## src/rtl/npc_pkg.sv

```systemverilog
// npc_pkg: shared types and constants for the next-PC generator
package npc_pkg;

    typedef enum logic [1:0] {
        S_BOOT = 2'd0,
        S_WAIT = 2'd1,
        S_OUT  = 2'd2
    } state_t;

    typedef enum logic [2:0] {
        SRC_RESET    = 3'd0,
        SRC_SEQ      = 3'd1,
        SRC_BRANCH   = 3'd2,
        SRC_JUMP     = 3'd3,
        SRC_MRET     = 3'd4,
        SRC_TRAP     = 3'd5,
        SRC_MISALIGN = 3'd6
    } pc_src_t;

    // mtvec in direct mode: the two mode bits are not part of the address
    localparam logic [63:0] TVEC_MASK = ~64'h3;

endpackage

```

## src/rtl/npc_select.sv

```systemverilog
// npc_select: priority mux over retired-instruction outcomes plus target alignment check
module npc_select
    import npc_pkg::*;
#(
    parameter int XLEN        = 32,
    parameter int IALIGN      = 2,
    parameter bit ALIGN_CHECK = 1'b1
) (
    input  logic            is_ecall,
    input  logic            is_mret,
    input  logic            jump,
    input  logic            branch_taken,
    input  logic [XLEN-1:0] jump_target,
    input  logic [XLEN-1:0] branch_target,
    input  logic [XLEN-1:0] snpc,
    input  logic [XLEN-1:0] mtvec,
    input  logic [XLEN-1:0] mepc,
    output logic [XLEN-1:0] target,
    output logic [XLEN-1:0] cand,
    output pc_src_t         src,
    output logic            misalign
);

    logic [XLEN-1:0] tvec;
    logic [XLEN-1:0] jtgt;
    logic [XLEN-1:0] base_tgt;
    pc_src_t         base_src;
    logic            checked;

    always_comb begin
        tvec     = mtvec & TVEC_MASK[XLEN-1:0];
        jtgt     = jump_target & ~{{(XLEN-1){1'b0}}, 1'b1};
        // only control-flow targets can be misaligned; snpc and trap vectors are trusted
        checked  = !is_ecall && (is_mret || jump || branch_taken);
        cand     = is_mret ? mepc : jump ? jtgt : branch_target;
        base_tgt = is_ecall ? tvec : checked ? cand : snpc;
        base_src = is_ecall ? SRC_TRAP : is_mret ? SRC_MRET : jump ? SRC_JUMP :
                   branch_taken ? SRC_BRANCH : SRC_SEQ;
        misalign = ALIGN_CHECK && checked && (|cand[IALIGN-1:0]);
        target   = misalign ? tvec : base_tgt;
        src      = misalign ? SRC_MISALIGN : base_src;
    end

endmodule

```

## src/rtl/npc_unit.sv

```systemverilog
// npc_unit: next-PC generator between EXU/WBU and IFU with boot vector issue,
// valid/ready hand-off and misaligned-target trapping
module npc_unit
    import npc_pkg::*;
#(
    parameter int              XLEN        = 32,
    parameter logic [XLEN-1:0] RESET_PC    = 32'h8000_0000,
    parameter int              IALIGN      = 2,
    parameter bit              ALIGN_CHECK = 1'b1
) (
    input  logic            clk,
    input  logic            rst,
    input  logic            in_valid,
    output logic            in_ready,
    input  logic            is_ecall,
    input  logic            is_mret,
    input  logic            jump,
    input  logic            branch_taken,
    input  logic [XLEN-1:0] jump_target,
    input  logic [XLEN-1:0] branch_target,
    input  logic [XLEN-1:0] snpc,
    input  logic [XLEN-1:0] mtvec,
    input  logic [XLEN-1:0] mepc,
    output logic            out_valid,
    input  logic            out_ready,
    output logic [XLEN-1:0] pc,
    output pc_src_t         pc_src,
    output logic            misalign_valid,
    output logic [XLEN-1:0] misalign_addr
);

    state_t          state, state_n;
    logic            accept;
    logic [XLEN-1:0] sel_target, sel_cand;
    pc_src_t         sel_src;
    logic            sel_mis;

    npc_select #(
        .XLEN(XLEN),
        .IALIGN(IALIGN),
        .ALIGN_CHECK(ALIGN_CHECK)
    ) u_select (
        .is_ecall(is_ecall),
        .is_mret(is_mret),
        .jump(jump),
        .branch_taken(branch_taken),
        .jump_target(jump_target),
        .branch_target(branch_target),
        .snpc(snpc),
        .mtvec(mtvec),
        .mepc(mepc),
        .target(sel_target),
        .cand(sel_cand),
        .src(sel_src),
        .misalign(sel_mis)
    );

    always_ff @(posedge clk) begin
        if (rst) state <= S_BOOT;
        else     state <= state_n;
    end

    // handshake outputs depend on state only, so IFU never sees a combinational path from upstream
    always_comb begin
        accept    = (state == S_WAIT) && in_valid;
        out_valid = (state == S_BOOT) || (state == S_OUT);
        in_ready  = (state == S_WAIT);
        state_n   = (state == S_BOOT && out_ready) ? S_WAIT :
                    accept                         ? S_OUT  :
                    (state == S_OUT && out_ready)  ? S_WAIT : state;
    end

    always_ff @(posedge clk) begin
        if (rst) begin
            pc             <= RESET_PC;
            pc_src         <= SRC_RESET;
            misalign_valid <= 1'b0;
            misalign_addr  <= '0;
        end else begin
            misalign_valid <= accept && sel_mis;
            if (accept) begin
                pc     <= sel_target;
                pc_src <= sel_src;
            end
            if (accept && sel_mis) misalign_addr <= sel_cand;
        end
    end

endmodule
```

## config.mk

```make
export PLATFORM = sky130hd
export DESIGN_NAME = npc_unit
export DESIGN_NICKNAME = d
export VERILOG_FILES = /design/src/rtl/npc_pkg.sv /design/src/rtl/npc_select.sv /design/src/rtl/npc_unit.sv
export SDC_FILE = /design/constraint.sdc
export NUM_CORES = 1
export LEC_CHECK = 0
export ABC_AREA = 0
export CORE_MARGIN = 5
export CORE_UTILIZATION = 40
export CTS_CLUSTER_SIZE = 10
export DETAILED_ROUTE_END_ITERATION = 10
export GPL_TIMING_DRIVEN = 1
export PLACE_DENSITY = 0.88
export REMOVE_ABC_BUFFERS = 1
export SETUP_SLACK_MARGIN = 0.1
export SLEW_MARGIN = 0
export SYNTH_ARGS = -nofsm -noshare
export SYNTH_HDL_FRONTEND = slang
export SYNTH_SLANG_ARGS = --single-unit
```

## constraint.sdc

```tcl
create_clock -name clk -period 5.72 [get_ports clk]
set_input_delay 1.144 -clock clk [delete_from_list [all_inputs] [get_ports clk]]
set_output_delay 1.144 -clock clk [all_outputs]
set_load 0.02 [all_outputs]
```

==> flow_summary.json, run 1 <==
{
  "met3_length_um": 1390,
  "critPathMaxFanout": 26,
  "tightest_slew_ns": 1.01,
  "synth_area_um2": 3830,
  "cts_sinks": 70,
  "row_count": 35,
  "fill_cells": 757,
  "diodes": 0,
  "avgViaCountPerCell": 5.57,
  "die-area_um2": 11600,
  "period_minus_slack_ns": 3.77,
  "skew_ns": 0.0109,
  "synth_top_cell_by_area": "dfxtp_1",
  "powerDensity_nw_per_um2": 184,
  "cts_buffers": 9,
  "slew_headroom": 0.324,
  "grt_use_total": 0.244,
  "numPortBuffers": 234,
  "wl_met1_um": 5380,
  "cts-root-buf": "clkbuf_8",
  "synth_cells": 442,
  "rsz0062_at_grt": "no",
  "grt_overflow": 0,
  "wire_per_inst_um": 18.8,
  "finalNetCount": 817,
  "final-setup-viol-count": 0,
  "dr.pass1.iters": 4,
  "ctsResizeCount": 0,
  "post-route-drc-count": 0,
  "die_w_um": 108,
  "core_area_um2": 9280,
  "avgSynthCellArea_um2": 8.68,
  "clock.fmax_mhz": 265,
  "synth.most_common_cell": "dfxtp_1",
  "synth_commonest_cells": "dfxtp_1, o21ai_0, nor2_1",
  "gp_congestion": 0.801,
  "crit_path_end_kind": "flop",
  "worstSkewPairLatency_ns": 0.33,
  "grt_max_degree": 64,
  "slew_violations": 0,
  "antenna_found_initial": 0,
  "dominantRegCellSynth": "dfxtp_1",
  "clkTransAtPathRegs_ns": 0.07,
  "final.setup.worst_slack_ns": 1.95,
  "drive_gt1_frac": 0.0948,
  "yosysUniqueCellTypes": 39,
  "drtAntennaViolNets": 0,
  "pre_cts_ws_ns": 1.60,
  "htreeDepth": 3,
  "route.met2.wl_um": 7520,
  "post_cts_buffers": 0,
  "fin_crit_sh": 0.659,
  "critical_path_arrival_ns": 3.99,
  "synth_edf_count": 0,
  "vias": 4358,
  "io_pins": 238,
  "wl_um": 14700,
  "grt_first_pass_wirelength_um": 22400,
  "drt_iter0_drc": 206,
  "start_util": 0.413,
  "worstSetupPathType": "input port to flop",
  "hpwlAfterDp_um": 10800,
  "synthArstFlopShare": 0,
  "worst_ep_required_time_ns": 5.94,
  "utilization": 0.689,
  "vdd_drop_max_mv": 0.106,
  "die_h_um": 108,
  "leakagePower_nw": 2.49,
  "status": "complete, no violations",
  "cp-start-kind": "input port",
  "cts_tree": "yes",
  "grt_pass1_vias": 4436,
  "synth_seq_cells": 70,
  "cap_violations": 0,
  "finalHoldViolCount": 0,
  "fin_tns_setup_ns": 0,
  "clockBufferDepth": 2,
  "synthTopCellsByArea": "dfxtp_1, mux2_2, mux2i_1",
  "hold_class": "flop to flop",
  "yosysSeqAreaShare": 0.365,
  "holdBufCountCts": 0,
  "synth_warnings": 0,
  "area_delta_synth_final_pct": 66.8,
  "synth_top_area_share": 0.365,
  "highest_layer": "met4"
}
## worst max-delay path, stage by stage
cell and delay, ns:
buf_2 0.60, buf_4 0.39, or3b_1 0.47, a311oi_4 0.68, buf_4 0.37, a221oi_1 0.14
a21o_1 0.17
## metrics by stage
| step | std cells | cell area (um^2) | hold slack (ns) | total power (W) |
|---|---|---|---|---|
| after global routing | 783 | 6400 | 0.471 | 0.00124 |
| after detailed placement | 767 | 6230 | 0.440 | 0.000843 |
| after CTS | 783 | 6400 | 0.459 | 0.00119 |
| final | 783 | 6400 | 0.456 | 0.00118 |
| after global placement | 767 | 6230 | 0.433 | 0.000834 |
| after floorplan | 398 | 3640 | 0.482 | 0.000639 |
## cell usage in the layout (no fill, tap or decap), drive strengths merged, types with 2 or more instances in the layout
cell	instances
a211oi	2
a21o	29
a21oi	33
a221oi	29
a22oi	2
buf	9
clkbuf	12
clkdlybuf4s50	231
clkinv	3
dfxtp	70
inv	2
mux2	31
mux2i	31
nand2	4
nand2b	5
nand3	2
nor2	40
nor3	4
nor4b	2
o21a	2
o21ai	63
or3	30
or3b	3
or4	2
## flip-flops by register name (all words and copies together), names as in the netlist
signal / cells
misalign_valid: 1
pc: 32
state: 2
misalign_addr: 32
pc_src: 3
## final timing paths
| kind | start | endpoint | slack, ns | cells past startpoint |
|---|---|---|---|---|
| worst min register to register | pc[20]$_SDFFE_PP0P_ | pc[20]$_SDFFE_PP0P_ | 0.46 | 1 |
| worst min-delay path | pc[20]$_SDFFE_PP0P_ | pc[20]$_SDFFE_PP0P_ | 0.46 | 1 |
| worst max register to register | state[1]$_SDFFE_PP0P_ | misalign_addr[31]$_SDFFE_PP0P_ | 3.12 | 4 |
| worst max-delay path | is_mret | pc[20]$_SDFFE_PP0P_ | 1.95 | 7 |
## area by class of cell
class	instances	area, um^2	share of cell area
well taps	129	161	0.0252
multi-input cells	326	2290	0.357
inverters	2	7.51	0.00117
repair buffers	240	2370	0.371
clock inverters	4	22.5	0.00352
flip-flops and latches	70	1400	0.219
clock buffers	12	145	0.0227
## per-layer routing
| metal | GRT usage | up-vias |
|---|---|---|
| met5 | 0 | - |
| met4 | 0.102 | 0 |
| met3 | 0.0744 | 32 |
| met2 | 0.448 | 212 |
| met1 | 0.256 | 2047 |
| li1 | - | 2067 |
## cells by family (layout without fill, tap and decap cells)
family	after synthesis	after routing	synth area share
AOI/OAI and AO/OA	165	165	0.272
and+or+nand+nor	99	99	0.139
DFF	70	70	0.365
muxes	62	62	0.172
buffers and inverters	46	258	0.0519
## where the power goes
group	switching (W)	total, W	internal, W
sequential	0.00000994	0.000515	0.000505
combinational	0.000137	0.000317	0.000180
clock	0.000179	0.000346	0.000168
total	0.000326	0.00118	0.000853
Power figures use the tool's default switching activity.
==> run 2, diff against run 1 <==
Settings changed: CORE_UTILIZATION 40 to 37, PLACE_DENSITY 0.88 to 0.83.
Clock period 5.72 ns to 3.6 ns, I/O delays scaled along.
==> run 2 against run 1 <==
  * Largest power group unchanged
  * Register-to-register slack lost 1.6 ns
  * Critical endpoint is now pc[17]$_SDFFE_PP0P_
  * Cell count increased by 1.8%
  * First-iteration DRC count decreased by 23%
==> flow_summary.json, run 2 (synthesized netlist as in run 1, its figures left out) <==
{
  "status": "complete, no violations",
  "start_util": 0.375,
  "ctsResizeCount": 0,
  "clkTransAtPathRegs_ns": 0.07,
  "area_delta_synth_final_pct": 70.8,
  "critPathMaxFanout": 17,
  "die-area_um2": 12500,
  "gp_congestion": 0.877,
  "core_area_um2": 10200,
  "holdBufCountCts": 0,
  "avgViaCountPerCell": 5.50,
  "cap_violations": 0,
  "finalHoldViolCount": 0,
  "wire_per_inst_um": 18.5,
  "diodes": 0,
  "period_minus_slack_ns": 2.72,
  "cts_sinks": 70,
  "utilization": 0.640,
  "leakagePower_nw": 2.56,
  "numPortBuffers": 234,
  "cp-start-kind": "input port",
  "die_h_um": 112,
  "worstSetupPathType": "input port to flop",
  "hold_class": "flop to flop",
  "final-setup-viol-count": 0,
  "hpwlAfterDp_um": 11000,
  "postLayoutCellArea_um2": 6550,
  "drtAntennaViolNets": 0,
  "clockBufferDepth": 2,
  "antenna_found_initial": 0,
  "powerDensity_nw_per_um2": 322,
  "tightest_slew_ns": 0.940,
  "grt_overflow": 0,
  "cts_tree": "yes",
  "vdd_drop_max_mv": 0.225,
  "worstSkewPairLatency_ns": 0.34,
  "cts_buffers": 9,
  "drive_gt1_frac": 0.106,
  "grt_use_total": 0.227,
  "grt_pass1_vias": 4587,
  "slew_violations": 0,
  "slew_headroom": 0.373,
  "vias": 4382,
  "finalNetCount": 824,
  "fin_tns_setup_ns": 0,
  "rsz0062_at_grt": "no",
  "htreeDepth": 3,
  "grt_max_degree": 44,
  "final_cell_mix": "clkdlybuf4s50_1, dfxtp_1, o21ai_0",
  "finalPower_w": 0.00211,
  "post_cts_buffers": 0,
  "crit_path_end_kind": "flop",
  "fin_crit_sh": 0.755,
  "worst_ep_required_time_ns": 3.83,
  "final_common_cell": "clkdlybuf4s50_1",
  "io_pins": 238,
  "row_count": 37,
  "grt_first_pass_wirelength_um": 23100,
  "clock.fmax_mhz": 368,
  "drt_iter0_drc": 159,
  "post-route-drc-count": 0,
  "top_regs": "misalign_addr (32), pc (32), pc_src (3)",
  "placed_cell_area_um2": 6300,
  "wl_um": 14800,
  "skew_ns": 0.0107,
  "die_w_um": 112,
  "dr.pass1.iters": 4,
  "critical_path_arrival_ns": 2.95,
  "cts-root-buf": "clkbuf_8"
}
-- run 2: cell count changes in the layout (fill, tap and decap cells not counted) --
| cell | change |
|---|---|
| buf_12 | +1 |
| clkinv_4 | +1 |
| clkinv_2 | -3 |
| clkbuf_1 | -1 |
| buf_4 | +6 |
| bufinv_16 | +3 |
-- run 2: power by group --
group	internal, W	leakage, nW	switching, W
sequential	0.000802	0.568	0.0000158
clock	0.000481	0.120	0.000301
combinational	0.000292	1.88	0.000219
total	0.00157	2.56	0.000536
-- run 2: worst paths after layout --
path / startpoint / endpoint / slack [ns] / depth (start not counted)
setup / recovery: is_ecall / pc[17]$_SDFFE_PP0P_ / 0.88 / 6
hold / removal: pc[6]$_SDFFE_PP0P_ / pc[6]$_SDFFE_PP0P_ / 0.45 / 1
setup reg to reg: state[1]$_SDFFE_PP0P_ / misalign_addr[22]$_SDFFE_PP0P_ / 1.56 / 5
hold reg to reg: pc[6]$_SDFFE_PP0P_ / pc[6]$_SDFFE_PP0P_ / 0.45 / 1
-- run 2: worst max-delay path: stages --
cell and delay [ns]:
clkdlybuf4s50_1 0.56, or4_1 0.86, buf_4 0.32, o21ai_0 0.21, a221oi_1 0.07, a21o_1 0.19
-- run 2: stage by stage --
stage,hold slack (ns),worst slack [ns],instances
4_1_cts,0.456,0.897,797
2_1_floorplan,0.482,0.692,398
5_1_grt,0.478,0.731,797
3_3_place_gp,0.434,0.565,781
3_5_place_dp,0.438,0.524,781
6_report,0.454,0.880,797
-- run 2: layout make-up --
cell class / instances / area, um^2
clock buffers: 11 / 141
multi-input cells: 326 / 2290
well taps: 136 / 170
clock inverters: 5 / 106
repair buffers: 247 / 2440
fillers: 882 / 3680
flip-flops and latches: 70 / 1400
inverters: 2 / 7.51
-- run 2: metal layers --
layer / GRT usage / vias up / share of wire
met1: 0.245 / 2086 / 0.37
met2: 0.411 / 198 / 0.52
met3: 0.0810 / 27 / 0.088
li1: - / 2071 / -
met5: 0 / - / 0
met4: 0.0746 / 0 / 0.018
